===== src/rtl/regfile_loader.sv =====
// regfile_loader: packs IN_W-bit stream beats into two WORD_W halves, writes lower then upper, pulses done.
// 36 cycles from start to IDLE when in_valid stays high; in_ready is high only in FILL, and in_valid low there just stalls.
module regfile_loader #(
  parameter int IN_W   = 32,
  parameter int WORD_W = 512
) (
  input  logic              clk,
  input  logic              rst,
  input  logic              start,
  input  logic              in_valid,
  input  logic [IN_W-1:0]   in_data,
  output logic              in_ready,
  output logic              rf_rw,
  output logic              rf_sel,
  output logic [WORD_W-1:0] rf_data,
  output logic              busy,
  output logic              done
);
  localparam int BEATS = WORD_W / IN_W;
  localparam int BW    = (BEATS > 1) ? $clog2(BEATS) : 1;
  localparam logic [BW-1:0] LAST_BEAT = BW'(BEATS - 1);

  typedef enum logic [1:0] {S_IDLE, S_FILL, S_WRITE, S_DONE} state_t;

  state_t            state_q, state_d;
  logic              half_q, half_d;
  logic [BW-1:0]     beat_q, beat_d;
  logic [WORD_W-1:0] data_q, data_d;

  always_ff @(posedge clk or posedge rst) begin
    if (rst) begin
      state_q <= S_IDLE;
      half_q  <= 1'b0;
      beat_q  <= '0;
      data_q  <= '0;
    end else begin
      state_q <= state_d;
      half_q  <= half_d;
      beat_q  <= beat_d;
      data_q  <= data_d;
    end
  end

  always_comb begin
    state_d = state_q;
    half_d  = half_q;
    beat_d  = beat_q;
    data_d  = data_q;
    case (state_q)
      S_IDLE: begin
        if (start) begin
          state_d = S_FILL;
          half_d  = 1'b0;
          beat_d  = '0;
        end
      end
      S_FILL: begin
        if (in_valid) begin
          // New beats enter at the top, so the first beat of a half ends up in the low bits.
          data_d = {in_data, data_q[WORD_W-1:IN_W]};
          if (beat_q == LAST_BEAT) begin
            beat_d  = '0;
            state_d = S_WRITE;
          end else begin
            beat_d = beat_q + 1'b1;
          end
        end
      end
      S_WRITE: begin
        if (!half_q) begin
          half_d  = 1'b1;
          state_d = S_FILL;
        end else begin
          state_d = S_DONE;
        end
      end
      S_DONE:  state_d = S_IDLE;
      default: state_d = S_IDLE;
    endcase
  end

  assign in_ready = (state_q == S_FILL);
  assign rf_rw    = (state_q == S_WRITE);
  assign busy     = (state_q == S_FILL) || (state_q == S_WRITE);
  assign done     = (state_q == S_DONE);
  assign rf_sel   = half_q && busy;
  assign rf_data  = data_q;

endmodule


===== config.mk =====
export PLATFORM = sky130hd
export DESIGN_NAME = regfile_loader
export DESIGN_NICKNAME = d
export VERILOG_FILES = /design/src/rtl/regfile_loader.sv
export SDC_FILE = /design/constraint.sdc
export NUM_CORES = 1
export LEC_CHECK = 0
export CORE_MARGIN = 2
export CORE_UTILIZATION = 30
export DETAILED_ROUTE_END_ITERATION = 6
export GPL_ROUTABILITY_DRIVEN = 0
export PLACE_DENSITY = 0.5
export SKIP_LAST_GASP = 1
export SYNTH_ARGS = -nofsm -noshare
export SYNTH_HDL_FRONTEND = slang
export SYNTH_SLANG_ARGS = --single-unit

===== constraint.sdc =====
create_clock -name clk -period 21.1 [get_ports clk]
set_clock_uncertainty 0.1 [all_clocks]
set_input_delay 5.275 -clock clk [delete_from_list [all_inputs] [get_ports clk]]
set_output_delay 5.275 -clock clk [all_outputs]
set_load 0.005 [all_outputs]

# ---- Yosys cells after proc, flatten, opt, wreduce, memory -nomap -nowiden
# Index checks and enable logic that the tools add are counted.
# Widths: inputs -> output; s select.
dict set report op_classes {
  addsub 1
  n_eq_ne 7
  n_mux 11
  n_reduce_logical 9
}
# operator n
set op_table {}
lappend op_table {{$mux 4} 3}
lappend op_table {{$mux 2} 4}
lappend op_table {{$pmux 2 s4} 1}
lappend op_table {{$pmux 4 s2} 1}
lappend op_table {{$reduce_and 3->1} 2}
lappend op_table {{$add 4x1->4 const B} 1}
lappend op_table {{$eq 2x2->1 const B} 2}
lappend op_table {{$eq 4x4->1 const B} 1}
lappend op_table {{$ne 2x2->1 const B} 2}
lappend op_table {{$reduce_and 2->1} 2}
lappend op_table {{$reduce_bool 2->1} 2}
lappend op_table {{$eq 2x1->1 const B} 1}
lappend op_table {{$logic_not 2->1} 1}
lappend op_table {{$ne 2x1->1 const B} 1}
lappend op_table {{$pmux 1 s2} 1}
lappend op_table {{$logic_and 1x1->1} 1}
lappend op_table {{$logic_or 1x1->1} 1}
lappend op_table {{$mux 1} 1}
dict set report word_totals {
  ff_bits 519
  input_bits 36
  out_inout_bits 517
  word_cells 32
}

# ---- Longest topological paths before layout
# Gate-level depths: netlist of the first run.
dict set report logic_depth {
  ltp_word 4
  mapped_depth 6
  ltp_nobuf 5
}

# ---- Worst setup path before layout of the first run
# OpenSTA, ideal clock, no wires.
dict set report synth_timing {
  path_type {input -> register}
  start {input in_valid}
  end {register data_q[0], in the netlist rf_data[0]}
  t_arrival_ns 6.055
  required_ns 20.875
  setup_slack_ns 14.820
  stages 4
  path_cell_list {nand2_2 > buf_6 > buf_6 > mux2_2}
}
dict set report synth_via {
  elab_chain_len 1
}
# element line
set synth_lines {}
lappend synth_lines {{from (decl)} 10} ;# input logic in_valid,
lappend synth_lines {{$reduce_and 2->1 (no source line)} -}
lappend synth_lines {{to (signal assigned)} 40} ;# data_q <= data_d;
lappend synth_lines {{to (decl)} 28} ;# logic [WORD_W-1:0] data_q, data_d;
# No other way between the ends.
# A chain may end at the register's enable or synchronous reset.

# ---- Worst setup path in the final report of the first run
dict set report layout_timing {
  start {input in_valid}
  end {register data_q[11], in the netlist rf_data[11]}
}
# Same word-level chain as after synthesis.

==> results of run 1 <==
## layout by cell type (no fill, tap or decap), types with 2 or more instances in the layout
cell,count
dfrtp_1,519
clkdlybuf4s50_1,552
clkbuf_1,17
a21oi_1,3
clkinv_4,2
inv_1,4
ha_1,6
clkbuf_16,59
clkinv_2,4
nand2_1,3
o21ai_0,4
bufinv_16,2
buf_12,2
clkbuf_8,11
nor2_1,3
nor2b_1,2
nand3_1,3
buf_4,6
mux2i_1,2
mux2_2,512
nand4_1,2
## area by class of cell
class,count,area share (%)
Clock buffer,87,6.14
Multi-Input combinational cell,552,22.0
Clock inverter,10,0.413
Sequential cell,519,47.1
Inverter,5,0.0953
Timing Repair Buffer,560,20.4
Tap cell,855,3.88
## sequential cells by signal (all words and copies together), names as in the netlist
name	count
beat_q	4
rf_data	512
state_q	2
half_q	1
## cell families (layout without fill, tap and decap cells)
kind of cell / count (synthesis) / after routing
flip-flops: 519 / 519
multiplexers: 514 / 514
buffers and inverters: 62 / 662
AND/OR/NAND/NOR: 19 / 19
AO/OA/AOI/OAI: 13 / 13
adder cells (fa/ha/maj): 6 / 6
## where the power goes
part           internal (W)  leakage, nW  switching, W  total (W)
logic              0.000964         4.86      0.000524    0.00149
registers           0.00135         6.82      0.000291    0.00164
clock network      0.000571        0.883      0.000393   0.000964
total               0.00289         12.6       0.00121    0.00410
## path summary, 6_finish.rpt
kind / slack, ns / to / depth (start not counted)
setup / recovery: 12.50 / rf_data[11] / 5
max in group asynchronous: 13.21 / rf_data[106] / 4
hold / removal: 0.40 / rf_data[16] / 1
hold reg to reg: 0.40 / rf_data[16] / 1
setup reg to reg: 16.86 / rf_data[11] / 6
min in group asynchronous: 5.19 / rf_data[254] / 2
## worst register-to-register path, stage by stage (launching register included)
cell and delay [ns]:
dfrtp_1 0.39, inv_1 0.10, ha_1 0.40, nand2_8 0.72
buf_4 1.04, buf_4 0.89, mux2_2 0.48
## routing by layer
layer | global-route usage [%] | vias to the layer above | routed length (um) | part of all wire, %
li1 | - | 5181 | - | -
met1 | 18.4 | 5841 | 21200 | 40
met2 | 26.3 | 292 | 27000 | 51
met3 | 4.31 | 94 | 3270 | 6.1
met4 | 5.87 | 0 | 1870 | 3.5
met5 | 0 | - | 0 | 0
## through the flow
stage | cell area (um2) | instances
final | 27600 | 2588
after detailed placement | 25800 | 2491
after CTS | 27600 | 2588
after global placement | 25800 | 2491
after global routing | 27600 | 2588
after floorplan | 19700 | 1133
==> metrics.log, run 1 <==
[metrics] result of the run: complete, no violations
[metrics] total count of hold-check failures in the final report: 0
[metrics] Hold Crit Start: rf_data[16]
[metrics] IO buf count: 552
[metrics] crit path DAT: 8.99 ns
[metrics] final hold slack: 0.401 ns
[metrics] mux contribution to synthesized area: 29.4%
[metrics] DIE HEIGHT: 260 um
[metrics] Static Leakage: 12.6 nW
[metrics] MaxCap Viol Count: 0
[metrics] cts bufs inserted: 58
[metrics] number of placement rows: 93
[metrics] share of the cycle needed by the critical path after routing: 40.8%
[metrics] HPWL after DPL: 38.2 mm
[metrics] synthesized instance count: 1,133
[metrics] netlist area before placement: 19,700 um2
[metrics] final routed wire length divided by cell count: 20.6 um
[metrics] Hold WC Path Type: reg2reg
[metrics] critical register-to-register path startpoint: state_q[1]
[metrics] number of endpoints failing setup at the final stage: 0
[metrics] portion of the post-synthesis area used by sequential elements: 66.0%
[metrics] syn_nets: 1,175
[metrics] post-synthesis average cell area: 17.4 um2
[metrics] fraction of registers with async set/reset: 100%
[metrics] synthesized flop and latch total: 519
[metrics] antenna violations before repair: 1
[metrics] XOR/XNOR share of the synthesized area: 0%
[metrics] Cell Pwr Density: 149 nW/um2
[metrics] remaining design rule violation count: 0
[metrics] clock root buffer master: clkbuf_16
[metrics] Simple-Gate Fraction of Synth Area: 0.541%
[metrics] worst-case clock buffer depth: 3
[metrics] number of distinct library cells after synthesis: 26
[metrics] wire length of the first global-routing pass: 79.2 mm
[metrics] critical path's largest stage delay: 0.88 ns
[metrics] via count normalized by instance count: 4.41
[metrics] total wirelength of the detailed-routed design: 53.4 mm
[metrics] share of layout cells above drive strength 1: 34.7%
[metrics] Area contributors post-synth: dfrtp_1, mux2_2, buf_6, ha_1, buf_2
[metrics] final setup slack of the worst path: 12.50 ns
[metrics] clock tree from TritonCTS: yes
[metrics] cell taking the most area after synthesis: dfrtp_1
[metrics] portion of synthesized cell area occupied by the leading cell type: 66.0%
[metrics] flip-flop and latch area: 13,000 um2
[metrics] Die ar.: 67,600 um2
[metrics] # diodes: 0
[metrics] VDD IR max: 0.0894 mV
[metrics] ys flop type: dfrtp_1
[metrics] most used standard cell by instance count after synthesis: dfrtp_1
[metrics] hold_buf cts: 0
[metrics] crit path capture type: flop
[metrics] Post-layout nets: 1,738
[metrics] Worst-Margin Slew: 1.22 ns
[metrics] type of the worst setup path: in2reg
[metrics] post-route minimum period: 8.61 ns
[metrics] cell family with most CP delay: buffers and inverters
[metrics] total chip power: 0.00410 W
[metrics] summed negative setup slack over all endpoints: 0 ns
[metrics] iteration count of the initial detailed-routing pass: 4
[metrics] cell with the most instances on the worst path: buf_4
[metrics] GRT Resource Usage Total: 15.4%
[metrics] total via count after detailed routing: 11,408
[metrics] Detail Route Antenna Nets: 0
[metrics] drt initial violations: 525
[metrics] critical path cell sequence: clkdlybuf4s50_1 > nand2_8 > buf_4 > buf_4 > mux2_2
[metrics] number of pins with negative max-slew slack in the final report: 0
[metrics] multi-input combinational cell area: 6060 um2
[metrics] core area: 64,700 um2
[metrics] adder-cell share of the synthesized area: 0.382%
[metrics] via count of the first global-routing pass: 11,961
[metrics] launch point of the worst path: in_valid
[metrics] RSZ-0062 raised after global routing: false
[metrics] Initial Utilization: 30.4%
[metrics] Synth Area in Compound Gates: 0.420%
[metrics] largest net degree at the start of global routing: 175
[metrics] cell types with the highest counts after synthesis: dfrtp_1, mux2_2, buf_6, ha_1, inv_1
[metrics] cell with the largest stage delay on the worst path: buf_4
[metrics] Worst Setup Start Kind: primary input
[metrics] sum of overflow across all layers after global routing: 0
[metrics] setup fix buffers added after clock tree synthesis: 0
[metrics] largest family of logic cells by synthesized area: multiplexers
[metrics] Buffers & Inverters on Critical Path: 3
[metrics] Max FO, Critical Path: 122
[metrics] share of the core filled with cells: 42.6%
[metrics] die extent in x: 260 um
[metrics] DP Worst Slack: 11.94 ns
[metrics] Max transition margin: 18.4%
[metrics] # IOs: 553
[metrics] EDFF count, synth: 0
[metrics] Fmax: 116 MHz
[metrics] required time at the endpoint of the critical path: 21.48 ns
[metrics] Layout Area Growth over Synthesis: 40.1%
[metrics] maximum level of the CTS H-tree: 2
[metrics] CTS Sinks: 519
[metrics] worst skew pair latency: 0.60 ns
[metrics] Fill cells: 5,935
[metrics] post-cts sizing count: 0
[metrics] Clock Pin Slew Worst Setup and Hold Paths: 0.05 ns
[metrics] Yosys warning count: 0
Note: power is estimated with default switching activity, not from simulation.
==> inputs of run 2 (changes only) <==
PLACE_DENSITY = 0.52   (was 0.5)
clock period = 7 ns   (was 21.1 ns; I/O delays follow)
==> metrics.log, run 2 (synthesis results as in run 1) <==
[metrics] via count normalized by instance count: 4.40 (was 4.41)
[metrics] Die ar.: 67,600 um2 (unchanged)
[metrics] area of placed instances: 25,900 um2 (was 25,800 um2)
[metrics] cts bufs inserted: 58 (unchanged)
[metrics] # diodes: 0 (unchanged)
[metrics] commonest cells after routing, fill and taps aside: clkdlybuf4s50_1, dfrtp_1, mux2_2, clkbuf_16, clkbuf_8 (was clkdlybuf4s50_1, dfrtp_1, mux2_2, clkbuf_16, clkbuf_1)
[metrics] Final Instance Area: 27,700 um2 (was 27,600 um2)
[metrics] maximum level of the CTS H-tree: 2 (unchanged)
[metrics] GRT Resource Usage Total: 15.2% (was 15.4%)
[metrics] Cell Pwr Density: 447 nW/um2 (was 149 nW/um2)
[metrics] most common library cell in the layout ignoring fill and taps: clkdlybuf4s50_1 (unchanged)
[metrics] DP Worst Slack: 2.55 ns (was 11.94 ns)
[metrics] remaining design rule violation count: 0 (unchanged)
[metrics] clock root buffer master: clkbuf_16 (unchanged)
[metrics] drt initial violations: 447 (was 525)
[metrics] HPWL after DPL: 38.2 mm (about the same)
[metrics] IO buf count: 552 (unchanged)
[metrics] final routed wire length divided by cell count: 20.3 um (was 20.6 um)
[metrics] clock tree from TritonCTS: yes (unchanged)
[metrics] antenna violations before repair: 0 (was 1)
[metrics] Detail Route Antenna Nets: 0 (unchanged)
[metrics] final setup slack of the worst path: 2.88 ns (was 12.50 ns)
[metrics] via count of the first global-routing pass: 11,904 (was 11,961)
[metrics] crit path DAT: 2.27 ns (was 8.99 ns)
[metrics] RSZ-0062 raised after global routing: false (unchanged)
[metrics] Fmax: 243 MHz
[metrics] worst-case clock buffer depth: 3 (unchanged)
[metrics] critical path's largest stage delay: 0.62 ns (was 0.88 ns)
[metrics] Clock Pin Slew Worst Setup and Hold Paths: 0.06 ns (was 0.05 ns)
[metrics] number of placement rows: 93 (unchanged)
[metrics] hold_buf cts: 0 (unchanged)
[metrics] CTS Sinks: 519 (unchanged)
[metrics] number of non-filler instances in the completed layout: 2,602 (was 2,588)
[metrics] post-cts sizing count: 0 (unchanged)
[metrics] VDD IR max: 0.256 mV (was 0.0894 mV)
[metrics] cell count after placement: 2,498 (was 2,491)
[metrics] core area: 64,700 um2 (unchanged)
[metrics] MaxCap Viol Count: 0 (unchanged)
[metrics] Worst Setup Start Kind: flop (was primary input)
[metrics] Hold WC Path Type: reg2reg (unchanged)
[metrics] share of the cycle needed by the critical path after routing: 58.9%
[metrics] multi-input combinational cell area: 6060 um2 (unchanged)
[metrics] cell with the largest stage delay on the worst path: clkdlybuf4s50_1 (was buf_4)
[metrics] number of endpoints failing setup at the final stage: 0 (unchanged)
[metrics] total wirelength of the detailed-routed design: 52.8 mm (was 53.4 mm)
[metrics] wire length of the first global-routing pass: 78.4 mm (was 79.2 mm)
[metrics] Max transition margin: 30.6% (was 18.4%)
[metrics] number of flip-flops under the largest register name: 512 (unchanged)
[metrics] # IOs: 553 (unchanged)
[metrics] number of pins with negative max-slew slack in the final report: 0 (unchanged)
[metrics] sum of overflow across all layers after global routing: 0 (unchanged)
[metrics] setup fix buffers added after clock tree synthesis: 0 (unchanged)
[metrics] Static Leakage: 12.7 nW (was 12.6 nW)
[metrics] register-to-register path setup slack: 3.98 ns (was 16.86 ns)
[metrics] share of the core filled with cells: 42.9% (was 42.6%)
[metrics] post-route minimum period: 4.12 ns
[metrics] die extent in x: 260 um (unchanged)
[metrics] Layout Area Growth over Synthesis: 41.0% (was 40.1%)
[metrics] DIE HEIGHT: 260 um (unchanged)
[metrics] worst skew pair latency: 0.60 ns (about the same)
[metrics] required time at the endpoint of the critical path: 5.15 ns (was 21.48 ns)
[metrics] flip-flop and latch area: 13,000 um2 (unchanged)
[metrics] share of layout cells above drive strength 1: 35.5% (was 34.7%)
[metrics] Post-layout nets: 1,745 (was 1,738)
[metrics] final hold slack: 0.404 ns (was 0.401 ns)
[metrics] type of the worst setup path: reg2out (was in2reg)
[metrics] crit path capture type: output port (was flop)
[metrics] critical path cell sequence: inv_1 > ha_1 > clkdlybuf4s50_1 (was clkdlybuf4s50_1 > nand2_8 > buf_4 > buf_4 > mux2_2)
[metrics] result of the run: complete, no violations (unchanged)
[metrics] total count of hold-check failures in the final report: 0 (unchanged)
[metrics] Worst-Margin Slew: 1.04 ns (was 1.22 ns)
[metrics] Fill cells: 5,958 (was 5,935)
[metrics] Initial Utilization: 30.4% (unchanged)
[metrics] total via count after detailed routing: 11,451 (was 11,408)
[metrics] Max FO, Critical Path: 12 (was 122)
[metrics] largest net degree at the start of global routing: 164 (was 175)
[metrics] iteration count of the initial detailed-routing pass: 4 (unchanged)
## run 2: changes by cell type in the layout (fill, tap and decap cells not counted), sizes merged
cell and change:
clkinv +8, buf +7, bufinv -1
## run 2: worst paths after layout
| path | cells past startpoint | from | endpoint |
|---|---|---|---|
| max in group asynchronous | 4 | rst | rf_data[435] |
| worst min-delay path | 1 | rf_data[9] | rf_data[9] |
| worst max-delay path | 3 | state_q[1] | in_ready |
| min in group asynchronous | 2 | rst | rf_data[251] |
| worst max register to register | 5 | state_q[1] | rf_data[499] |
| worst min register to register | 1 | rf_data[9] | rf_data[9] |
## run 2: cell type report
class                      instances  area share [%]
clock buffer                      87            6.28
clock inverter                    17           0.451
inverter                           5          0.0812
multi-input combinational        552            21.9
sequential                       519            46.8
tap                              855            3.86
timing repair buffer             567            20.7
## run 2: where the power goes
| part | leakage [nW] | switching (W) | internal (W) |
|---|---|---|---|
| Clock | 0.935 | 0.00122 | 0.00174 |
| Sequential | 6.82 | 0.000872 | 0.00408 |
| Combinational | 4.92 | 0.00157 | 0.00292 |
| Total | 12.7 | 0.00366 | 0.00874 |
## run 2: routing by layer
layer	share of wire (%)	wire, um	track usage [%]	vias to the layer above
met5	0	0	0	-
met4	3.7	1940	6.13	0
met3	6.8	3590	4.68	90
met2	49	25800	24.9	307
met1	41	21400	18.6	5862
li1	-	-	-	5192
## run 2: through the flow
step | setup TNS [ns] | power [W]
after global placement | 0 | 0.00951
after global routing | 0 | 0.0131
after detailed placement | 0 | 0.00959
final | 0 | 0.0124
after floorplan | -986.22 | 0.00668
after CTS | 0 | 0.0126
## run 2: critical path: cells and delay by family (launching register included)
kind                       cells  cell delay [ns]
DFF                            1             0.41
adders and majority gates      1             0.51
buffers and inverters          2             0.75
==> inputs of run 3 (changes only) <==
clock period = 3.5 ns   (was 7 ns; I/O delays follow)
==> metrics.log, run 3 (synthesis results as in run 1) <==
[metrics] cell count after placement: 2,516 (was 2,498)
[metrics] maximum level of the CTS H-tree: 2 (unchanged)
[metrics] Critical Path Sink: in_ready (unchanged)
[metrics] multi-input combinational cell area: 6060 um2 (unchanged)
[metrics] Clock Pin Slew Worst Setup and Hold Paths: 0.06 ns (about the same)
[metrics] # IOs: 553 (unchanged)
[metrics] total count of hold-check failures in the final report: 0 (unchanged)
[metrics] via count of the first global-routing pass: 12,028 (was 11,904)
[metrics] cell with the largest stage delay on the worst path: clkdlybuf4s50_1 (unchanged)
[metrics] CTS Sinks: 519 (unchanged)
[metrics] register-to-register path setup slack: 1.05 ns (was 3.98 ns)
[metrics] clock tree from TritonCTS: yes (unchanged)
[metrics] Layout Area Growth over Synthesis: 41.5% (was 41.0%)
[metrics] Worst Setup Start Kind: flop (unchanged)
[metrics] antenna violations before repair: 0 (unchanged)
[metrics] clock root buffer master: clkbuf_16 (unchanged)
[metrics] share of the cycle needed by the critical path after routing: 93.5%
[metrics] worst skew pair latency: 0.59 ns (was 0.60 ns)
[metrics] number of placement rows: 93 (unchanged)
[metrics] via count normalized by instance count: 4.39 (was 4.40)
[metrics] Die ar.: 67,600 um2 (unchanged)
[metrics] remaining design rule violation count: 0 (unchanged)
[metrics] Detail Route Antenna Nets: 0 (unchanged)
[metrics] die extent in x: 260 um (unchanged)
[metrics] number of flip-flops under the largest register name: 512 (unchanged)
[metrics] total chip power: 0.0246 W (was 0.0124 W)
[metrics] R2R depth: 5 (unchanged)
[metrics] r2r endpoint: rf_data[27] (was rf_data[499])
[metrics] crit path DAT: 2.30 ns (was 2.27 ns)
[metrics] RSZ-0062 raised after global routing: false (unchanged)
[metrics] largest net degree at the start of global routing: 103 (was 164)
[metrics] Hold Crit Start: rf_data[24] (was rf_data[9])
[metrics] Fill cells: 5,931 (was 5,958)
[metrics] Static Leakage: 12.7 nW (about the same)
[metrics] type of the worst setup path: reg2out (unchanged)
[metrics] crit path capture type: output port (unchanged)
[metrics] setup fix buffers added after clock tree synthesis: 0 (unchanged)
[metrics] Initial Utilization: 30.4% (unchanged)
[metrics] VDD IR max: 0.436 mV (was 0.256 mV)
[metrics] result of the run: complete, no violations (unchanged)
[metrics] required time at the endpoint of the critical path: 2.52 ns (was 5.15 ns)
[metrics] total wirelength of the detailed-routed design: 53.4 mm (was 52.8 mm)
[metrics] flip-flop and latch area: 13,000 um2 (unchanged)
[metrics] Max transition margin: 60.5% (was 30.6%)
[metrics] MaxCap Viol Count: 0 (unchanged)
[metrics] worst-case clock buffer depth: 3 (unchanged)
[metrics] post-route minimum period: 3.27 ns
[metrics] total via count after detailed routing: 11,491 (was 11,451)
[metrics] final hold slack: 0.402 ns (was 0.404 ns)
[metrics] final routed wire length divided by cell count: 20.4 um (was 20.3 um)
[metrics] sum of overflow across all layers after global routing: 0 (unchanged)
[metrics] Cell Pwr Density: 886 nW/um2 (was 447 nW/um2)
[metrics] DIE HEIGHT: 260 um (unchanged)
[metrics] GRT Resource Usage Total: 15.5% (was 15.2%)
[metrics] most common library cell in the layout ignoring fill and taps: clkdlybuf4s50_1 (unchanged)
[metrics] launch point of the worst path: state_q[1] (unchanged)
[metrics] commonest cells after routing, fill and taps aside: clkdlybuf4s50_1, dfrtp_1, mux2_2, clkbuf_16, buf_4 (was clkdlybuf4s50_1, dfrtp_1, mux2_2, clkbuf_16, clkbuf_8)
[metrics] share of the core filled with cells: 43.0% (was 42.9%)
[metrics] IO buf count: 552 (unchanged)
[metrics] Post-layout nets: 1,762 (was 1,745)
[metrics] critical path's largest stage delay: 0.62 ns (about the same)
[metrics] summed negative setup slack over all endpoints: 0 ns (unchanged)
[metrics] cts bufs inserted: 57 (was 58)
[metrics] Hold WC Path Type: reg2reg (unchanged)
[metrics] wire length of the first global-routing pass: 79.8 mm (was 78.4 mm)
[metrics] share of layout cells above drive strength 1: 35.5% (about the same)
[metrics] Fmax: 306 MHz
[metrics] hold_buf cts: 0 (unchanged)
[metrics] iteration count of the initial detailed-routing pass: 4 (unchanged)
[metrics] number of cells on the critical path: 3 (unchanged)
[metrics] critical register-to-register path startpoint: state_q[1] (unchanged)
[metrics] number of endpoints failing setup at the final stage: 0 (unchanged)
[metrics] cell family with most CP delay: buffers and inverters (unchanged)
[metrics] number of pins with negative max-slew slack in the final report: 0 (unchanged)
[metrics] number of non-filler instances in the completed layout: 2,616 (was 2,602)
[metrics] Buffers & Inverters on Critical Path: 2 (unchanged)
[metrics] # diodes: 0 (unchanged)
[metrics] critical path cell sequence: inv_1 > ha_1 > clkdlybuf4s50_1 (unchanged)
[metrics] drt initial violations: 518 (was 447)
[metrics] Worst-Margin Slew: 0.592 ns (was 1.04 ns)
[metrics] HPWL after DPL: 39.7 mm (was 38.2 mm)
[metrics] Max FO, Critical Path: 12 (unchanged)
[metrics] post-cts sizing count: 0 (unchanged)
[metrics] core area: 64,700 um2 (unchanged)
==> run 3: cell types whose count changed in the layout (fill, tap and decap cells not counted), sizes merged <==
cell / delta
buf: +18
clkbuf: +3
clkinv: -6
inv: -1
==> run 3: power breakdown <==
part / total [W] / switching, W / internal (W)
Sequential: 0.00997 / 0.00181 / 0.00816
Combinational: 0.00896 / 0.00310 / 0.00587
Clock: 0.00572 / 0.00237 / 0.00334
==> run 3: final cells by class <==
| cell class | count | area share (%) |
|---|---|---|
| sequential | 519 | 46.7 |
| multi-input combinational | 552 | 21.8 |
| clock inverter | 10 | 0.337 |
| tap | 855 | 3.84 |
| clock buffer | 90 | 6.04 |
| inverter | 5 | 0.0809 |
| timing repair buffer | 585 | 21.2 |
==> run 3: worst min-delay path by stage <==
stage / slack [ns] / cells past startpoint / to
after CTS: 0.41 / 1 / rf_data[22]
final: 0.40 / 1 / rf_data[24]
after global routing: 0.41 / 1 / rf_data[25]
after floorplan: 0.39 / 1 / beat_q[0]
after global placement: 0.39 / 1 / rf_data[10]
after detailed placement: 0.39 / 1 / rf_data[20]
==> run 3: per-stage QoR <==
step | setup WS [ns] | instance area (um2)
after floorplan | -4.53 | 19700
final | 0.229 | 27800
after global routing | 0.101 | 27800
after CTS | 0.183 | 27800
after global placement | 0.499 | 26100
after detailed placement | 0.441 | 26100
==> run 3: worst register-to-register path, delay by kind of cell, from the launching register on <==
kind          cells  cell delay, ns
mux               1            0.36
flops             1            0.41
fa+ha+maj         1            0.55
simple gates      1            0.34
buf+inv           2            0.59
==> run 3: per-layer routing <==
metal  GRT usage, %  wire length, um
met4           5.78             1720
met1           19.2            21800
met2           25.9            26700
met5              0                0
met3           4.02             3200
